`src/rtl/mux_scan_ctrl_if.sv`:
```
`default_nettype none
// ============================================================================
// Module   : mux_scan_ctrl_if
// Purpose  : Bundles the start/sample/select/result signals between the scan
//            sequencer and its surroundings (requester and 4-to-1 mux).
// Signals  : i_start - scan request level
//            i_mux   - output of the downstream 4-to-1 mux
//            o_s0    - mux select bit 0 (registered)
//            o_s1    - mux select bit 1 (registered)
//            o_busy  - high while a scan is running
//            o_done  - one-cycle pulse when a scan completes
//            o_word  - last completed scan, bit n sampled with {S1,S0}=n
// Modports : master - requester / mux side (drives i_start, i_mux)
//            slave  - the sequencer (drives o_*)
// Revision : 1.0 - initial release
// ============================================================================
interface mux_scan_ctrl_if;
  logic       i_start;
  logic       i_mux;
  logic       o_s0;
  logic       o_s1;
  logic       o_busy;
  logic       o_done;
  logic [3:0] o_word;

  modport master (
    output i_start,
    output i_mux,
    input  o_s0,
    input  o_s1,
    input  o_busy,
    input  o_done,
    input  o_word
  );

  modport slave (
    input  i_start,
    input  i_mux,
    output o_s0,
    output o_s1,
    output o_busy,
    output o_done,
    output o_word
  );
endinterface : mux_scan_ctrl_if
`default_nettype wire

```
`src/rtl/mux_scan_ctrl.sv`:
```
`default_nettype none
// ============================================================================
// Module   : mux_scan_ctrl
// Purpose  : Steps the select lines of a downstream 4-to-1 mux through
//            channels 0..3, holding each for DWELL cycles, samples the mux
//            output on the last cycle of each dwell and publishes the four
//            samples as one word together with a one-cycle done pulse.
// Ports    : clk - rising-edge clock
//            rst - asynchronous, active-high reset
//            bus - mux_scan_ctrl_if.slave (start, mux sample, selects,
//                  busy, done, result word)
// Params   : DWELL - cycles each select value is held (legal 1..255)
// Options  : CONTINUOUS_SCAN_EN - when defined, a start request seen in DONE
//            re-enters SCAN directly and no re-arming is needed; when
//            undefined, DONE always returns to IDLE and Start must be seen
//            low once before another scan is accepted.
// Revision : 1.0 - initial release
// ============================================================================
module mux_scan_ctrl #(
  parameter int DWELL = 4
) (
  input  wire logic       clk,
  input  wire logic       rst,
  mux_scan_ctrl_if.slave  bus
);

  typedef enum logic [1:0] {
    ST_IDLE = 2'd0,
    ST_SCAN = 2'd1,
    ST_DONE = 2'd2
  } state_t;

  // Terminal value of the dwell counter; the sample is taken when cnt hits it.
  localparam logic [7:0] c_DWELL_LAST = 8'(DWELL - 1);

  state_t     r_state;
  state_t     w_state_nxt;
  logic [1:0] r_ch;
  logic [1:0] w_ch_nxt;
  logic [7:0] r_cnt;
  logic [7:0] w_cnt_nxt;
  logic [3:0] r_shd;
  logic [3:0] w_shd_nxt;
  logic [3:0] r_word;
  logic [3:0] w_word_nxt;
  logic       w_start_ok;

`ifndef CONTINUOUS_SCAN_EN
  // Set once Start has been observed low; cleared when a scan is accepted,
  // so a Start held high produces exactly one scan.
  logic       r_armed;
  logic       w_armed_nxt;
`endif

  // --------------------------------------------------------------------------
  // State and datapath registers
  // --------------------------------------------------------------------------
  always_ff @(posedge clk or posedge rst) begin
    if (rst) begin
      r_state <= ST_IDLE;
      r_ch    <= 2'd0;
      r_cnt   <= 8'd0;
      r_shd   <= 4'd0;
      r_word  <= 4'd0;
    end else begin
      r_state <= w_state_nxt;
      r_ch    <= w_ch_nxt;
      r_cnt   <= w_cnt_nxt;
      r_shd   <= w_shd_nxt;
      r_word  <= w_word_nxt;
    end
  end

`ifndef CONTINUOUS_SCAN_EN
  always_ff @(posedge clk or posedge rst) begin
    if (rst) begin
      r_armed <= 1'b1;
    end else begin
      r_armed <= w_armed_nxt;
    end
  end
`endif

  // --------------------------------------------------------------------------
  // Next-state and datapath logic
  // --------------------------------------------------------------------------
  always_comb begin
    w_state_nxt = r_state;
    w_ch_nxt    = r_ch;
    w_cnt_nxt   = r_cnt;
    w_shd_nxt   = r_shd;
    w_word_nxt  = r_word;

`ifdef CONTINUOUS_SCAN_EN
    w_start_ok  = bus.i_start;
`else
    w_start_ok  = bus.i_start & r_armed;
    w_armed_nxt = r_armed | ~bus.i_start;
`endif

    case (r_state)
      ST_IDLE: begin
        if (w_start_ok) begin
          w_state_nxt = ST_SCAN;
          w_ch_nxt    = 2'd0;
          w_cnt_nxt   = 8'd0;
          w_shd_nxt   = 4'd0;
`ifndef CONTINUOUS_SCAN_EN
          w_armed_nxt = 1'b0;
`endif
        end
      end

      ST_SCAN: begin
        if (r_cnt < c_DWELL_LAST) begin
          w_cnt_nxt = r_cnt + 8'd1;
        end else begin
          // Last cycle of the dwell: the mux has long settled on r_ch.
          w_cnt_nxt       = 8'd0;
          w_shd_nxt[r_ch] = bus.i_mux;
          if (r_ch == 2'd3) begin
            // Publish the whole word at once; the shadow is never exposed.
            w_word_nxt  = {bus.i_mux, r_shd[2:0]};
            w_ch_nxt    = 2'd0;
            w_state_nxt = ST_DONE;
          end else begin
            w_ch_nxt = r_ch + 2'd1;
          end
        end
      end

      ST_DONE: begin
`ifdef CONTINUOUS_SCAN_EN
        if (bus.i_start) begin
          w_state_nxt = ST_SCAN;
          w_ch_nxt    = 2'd0;
          w_cnt_nxt   = 8'd0;
          w_shd_nxt   = 4'd0;
        end else begin
          w_state_nxt = ST_IDLE;
        end
`else
        w_state_nxt = ST_IDLE;
`endif
      end

      default: begin
        w_state_nxt = ST_IDLE;
        w_ch_nxt    = 2'd0;
        w_cnt_nxt   = 8'd0;
        w_shd_nxt   = 4'd0;
      end
    endcase
  end

  // --------------------------------------------------------------------------
  // Outputs: selects come straight from the channel register; busy/done are
  // decodes of the state register.
  // --------------------------------------------------------------------------
  assign bus.o_s0   = r_ch[0];
  assign bus.o_s1   = r_ch[1];
  assign bus.o_busy = (r_state == ST_SCAN);
  assign bus.o_done = (r_state == ST_DONE);
  assign bus.o_word = r_word;

endmodule : mux_scan_ctrl
`default_nettype wire

```
`src/flat_wrapper.sv`:
```
// flat-port wrapper written by rule: the top's interface ports become plain ports
module mux_scan_ctrl_flat 
#(
  parameter int DWELL = 4
)
  (clk, rst, bus_i_start, bus_i_mux, bus_o_s0, bus_o_s1, bus_o_busy, bus_o_done, bus_o_word);
  mux_scan_ctrl_if bus_i ();
  input  wire logic clk;
  input  wire logic rst;
  input wire logic [$bits(bus_i.i_start)-1:0] bus_i_start;
  input wire logic [$bits(bus_i.i_mux)-1:0] bus_i_mux;
  output wire logic [$bits(bus_i.o_s0)-1:0] bus_o_s0;
  output wire logic [$bits(bus_i.o_s1)-1:0] bus_o_s1;
  output wire logic [$bits(bus_i.o_busy)-1:0] bus_o_busy;
  output wire logic [$bits(bus_i.o_done)-1:0] bus_o_done;
  output wire logic [$bits(bus_i.o_word)-1:0] bus_o_word;
  assign bus_i.i_start = bus_i_start;
  assign bus_i.i_mux = bus_i_mux;
  assign bus_o_s0 = bus_i.o_s0;
  assign bus_o_s1 = bus_i.o_s1;
  assign bus_o_busy = bus_i.o_busy;
  assign bus_o_done = bus_i.o_done;
  assign bus_o_word = bus_i.o_word;
  mux_scan_ctrl #(.DWELL(DWELL)) u_core (.clk(clk), .rst(rst), .bus(bus_i));
endmodule
```
`config.mk`:
```
export PLATFORM = sky130hd
export DESIGN_NAME = mux_scan_ctrl_flat
export DESIGN_NICKNAME = d
export VERILOG_FILES = /design/src/rtl/mux_scan_ctrl_if.sv /design/src/rtl/mux_scan_ctrl.sv /design/src/flat_wrapper.sv
export SDC_FILE = /design/constraint.sdc
export NUM_CORES = 1
export LEC_CHECK = 0
export CAP_MARGIN = 20
export CORE_MARGIN = 2
export CORE_UTILIZATION = 35
export CTS_BUF_LIST = sky130_fd_sc_hd__clkbuf_4
export DETAILED_ROUTE_END_ITERATION = 10
export SYNTH_ARGS = -nofsm -noshare
export SYNTH_HDL_FRONTEND = slang
export SYNTH_SLANG_ARGS = --single-unit
```
`constraint.sdc`:
```
create_clock -name clk -period 1.93 [get_ports clk]
set_input_delay 0.386 -clock clk [delete_from_list [all_inputs] [get_ports clk]]
set_output_delay 0.386 -clock clk [all_outputs]
set_load 0.1 [all_outputs]
```
Word level (Yosys, flattened, before mapping)
Cells that the tools add are included.

Reductions and logical operators: 6. $lt $le $gt $ge: 3. Muxes and demuxes: 19. Equal/unequal tests: 6. Bitwise gates (word level): 5. Add/sub/neg operators: 2.

Operators by type and width (count): $pmux W8 S3 (1); $mux W8 (2); $mux W2 (6); $pmux W4 S3 (1); $reduce_and A3 Y1 (3); $add A8 B1 Y8 const B (1); $lt A8 B2 Y1 const B (1); $mux W4 (2); $pmux W2 S3 (1); $bwmux W4 (1); $eq A2 B2 Y1 const B (2); $ne A2 B1 Y1 const B (2); $pmux W2 S2 (1); $lt A2 B3 Y1 const B (1); $mux W1 (3); $not A1 Y1 (3); $add A2 B1 Y2 const B (1); $demux W1 S2 (1); $eq A2 B1 Y1 const B (1); $ge A2 B1 Y1 const B (1); $logic_not A2 Y1 (1); $ne A2 B2 Y1 const B (1); $reduce_and A2 Y1 (1); $and A1 B1 Y1 (1); other kinds (2) (2).

Bits in registers: 21. Output and inout port bits: 8. Word-level logic and storage cells: 47. Bits of input ports: 4.

Depth between registers and ports, before layout
Word-level depth: 7. Gate-level depth with buffers: 5. Mapped depth without buffers: 5.

Worst setup path after synthesis
Ideal clock, no wire load.

Path kind: reg-to-reg. Start point: reg u_core.r_state[1]. End point: reg u_core.r_ch[1]. Cell stages (with the launch flop): 5. Data required time: 1842 ps. Path buffers: 1. Data arrival time: 2565 ps. Library setup time: 88 ps. Period minus slack after synthesis: 2653 ps. Setup slack: -723 ps. Cell sequence: dfrtp_1 -> clkbuf_1 -> nor2b_1 -> a32oi_1 -> o22ai_1.

Word-level cells in the longest chain between the ends: 3. Elaborated cells on any way between the ends: 8. Those cells by class: eq/ne (4); mux (1); bitwise (1); reduce/logical (2).

Ends and longest elaborated chain: start: declaration (line mux_scan_ctrl.sv:36) `state_t r_state;`; start signal: assignment (line mux_scan_ctrl.sv:66) `r_state <= w_state_nxt;`; $eq A2 B1 Y1 *; named net bus_o_busy (line flat_wrapper.sv:14) `output wire logic [$bits(bus_i.o_busy)-1:0] bus_o_busy;`; $ne A2 B2 Y1 (no line); $reduce_and A3 Y1 (no line); end signal: assignment (line mux_scan_ctrl.sv:67) `r_ch <= w_ch_nxt;`; end: declaration (line mux_scan_ctrl.sv:38) `logic [1:0] r_ch;`.

The timed path passes the listed nets; every way through them passes the cells marked *. A chain may end at the register's enable or synchronous reset.

Worst setup path after layout
Start point: reg u_core.r_state[1]. End point: out bus_o_busy.

Word-level cells in the longest chain between the ends: 1.

Ends and longest elaborated chain: $eq A2 B1 Y1 (line mux_scan_ctrl.sv:162) `assign bus.o_busy = (r_state == ST_SCAN);`; end: declaration (line flat_wrapper.sv:14).

No other way between the ends.

==> metrics.cfg <==
[synthesis]
synth_area_leaders=dfrtp_1, ha_1, mux2_4
synth_area_sq_um=1010
netlist_top_cells_count=dfrtp_1, nand2_1, a21oi_1, inv_1, ha_1
synthAdderAreaFrac_pct=6.21
synth_ff_type=dfrtp_1
synth_top_area_share_pct=47.2
synth_top_family_by_area=simple AND/OR/NAND/NOR gates
synthXorXnorAreaFrac_pct=0
synth-edff-count=0
yosys.area.top_type=dfrtp_1
synthArstFlopShare_pct=100
syn_inst=87
ys_types=34
yosysWarnings=0
synth.most_common_cell=dfrtp_1
yosys.area_share.simple_pct=18.8
syn-num-nets=96
synth_compound_area_share_pct=12.2
syn_avg_cell_area_sq_um=11.6
ys_seq_area_share_pct=49.8
ys_seq_elements=20
muxShareOfSynthArea_pct=10.1

[floorplanning]
die_area_sq_um=3320
dieWidth_um=57.6
io_pins=12
rows=19
initial_core_util_pct=36.8
floorplan.die.height_um=57.6
coreArea_sq_um=2730

[worst_setup_path]
cpPeakStageDelay_ns=0.49
crit_arrival_ns=1.33
cp_slowest_cell=dfrtp_1
critical_path.max_fanout=10
critPathRequiredTime_ns=1.54
crit_path_end_kind=output pin
cp_top_family=flip-flops
crit_type=flip-flop to output pin
startpoint_type=flip-flop
cp_cell_sequence=nor2b_2, buf_12
crit_buf_inv=1

[hold_path]
holdCritPathClass=primary input to async pin

[global_routing]
grt_overflow_total=0
grt_pass1_vias=688
grtUsageTotal_pct=13.2
grt_pass1_wl_um=3350
antenna_found_initial=0
grt_max_degree=21

[place]
hpwlAfterDp_um=1450
dp_cells=131
port_buffers=11
pre_cts_ws_ns=0.120
place_area_sq_um=1220
place.gp.congestion=0.867

[routing]
ant_nets=0
wl_um=1950
drtIter0Drc=27
routedWlPerCell_um=14.5
drt_pass1_iterations=4
drc=0
vias_per_cell=5.28
route.vias.total=713

[timing]
relSlewSlack_pct=73.0
tightest_slew_ns=0.404
fmaxAchievable_mhz=582
finalClockSkew_ns=0.00998
whs_ns=0.388
setup_slack_ns=0.213
setup_viol=0
hold_violations=0
final.setup.tns_ns=0
slew_violations=0
period_share_pct=89.0
rsz0062_at_grt=no
min_period_ns=1.72

[final_layout]
finalCoreUtilization_pct=45.4
syn_to_final_growth_pct=23.4
instances_no_fill=135
fillers=242
final_cell_area_sq_um=1240
finalNetCount=114
layout-drive-gt1-share_pct=30.8
diodes=0

[cts]
tritoncts=built
cts_resized=0
cts_buffer_depth=2
htree_levels=1
cts_inserted_buffers=3
clock_latency_ns=0.30
clk_pin_slew_ns=0.11
cts_root_buf=clkbuf_4
cts_sinks=20
post_cts_buffers=0
cts_hold_buf=0

[flow_run]
max-cap-violations=0

[pwr]
finalPower_mw=1.97
power.density_nw_per_um2=1590
irDropWorstVdd_v=0.00153
leakagePower_nw=0.575

[outcome]
status=complete, no violations

[power breakdown]
group | leakage, nW | internal (mW) | switching (mW)
registers | 0.257 | 0.544 | 0.107
clock network | 0.0154 | 0.0753 | 0.121
logic | 0.303 | 0.399 | 0.725
[cells in the final DEF (no fill, tap or decap), types with 3 or more instances in the layout]
master and n:
dfrtp_1 17, nand2_1 8, buf_4 8, inv_1 6
a21oi_1 6, ha_1 5, mux2_4 4, buf_12 4
nand3_1 3, mux2i_1 3, clkbuf_4 3, clkdlybuf4s50_1 3
[state kept, by name, summed over array words and instances, names as in the netlist]
name,count
u_core.r_ch,2
u_core.r_state,2
u_core.bus.o_word,4
u_core.r_cnt,8
u_core.r_armed,1
u_core.r_shd,3
[cell families (layout without fill, tap and decap cells)]
kind of cell             after synthesis  count (layout)
flip-flops                            20              20
AO/OA/AOI/OAI                         17              17
AND/OR/NAND/NOR                       29              29
adder cells (fa/ha/maj)                5               5
buffers and inverters                  8              25
multiplexers                           8               8
[per-layer routing]
layer / vias up / share of wire [%] / GRT usage (%)
met5: - / 0 / 0
met4: 0 / 1.1 / 3.32
met3: 2 / 5.5 / 5.36
met2: 17 / 44 / 18.3
met1: 345 / 49 / 19.0
li1: 349 / - / -
[tightest hold or removal path: cells and delay by family]
kind     cells  cell delay (ns)
buf+inv      3             0.69
[area by class of cell]
class | instances | area, sq um | share of cell area (%)
Clock buffer | 3 | 22.5 | 1.81
Clock inverter | 1 | 3.75 | 0.302
Inverter | 6 | 22.5 | 1.81
Multi-Input combinational cell | 59 | 480 | 38.7
Sequential cell | 20 | 504 | 40.6
Tap cell | 31 | 38.8 | 3.12
Timing Repair Buffer | 15 | 170 | 13.7
[worst paths after layout]
check,from,end,slack [ns],cells after the start
max in group asynchronous,rst,u_core.r_armed,1.28,3
min,rst,u_core.bus.o_word[2],0.39,3
max,u_core.r_state[1],bus_o_busy,0.21,2
max reg2reg,u_core.r_cnt[0],u_core.bus.o_word[0],0.29,4
min reg2reg,u_core.r_armed,u_core.r_armed,0.51,2
min in group clk,u_core.r_armed,u_core.r_armed,0.51,2
(Power assumes the default switching activity.)
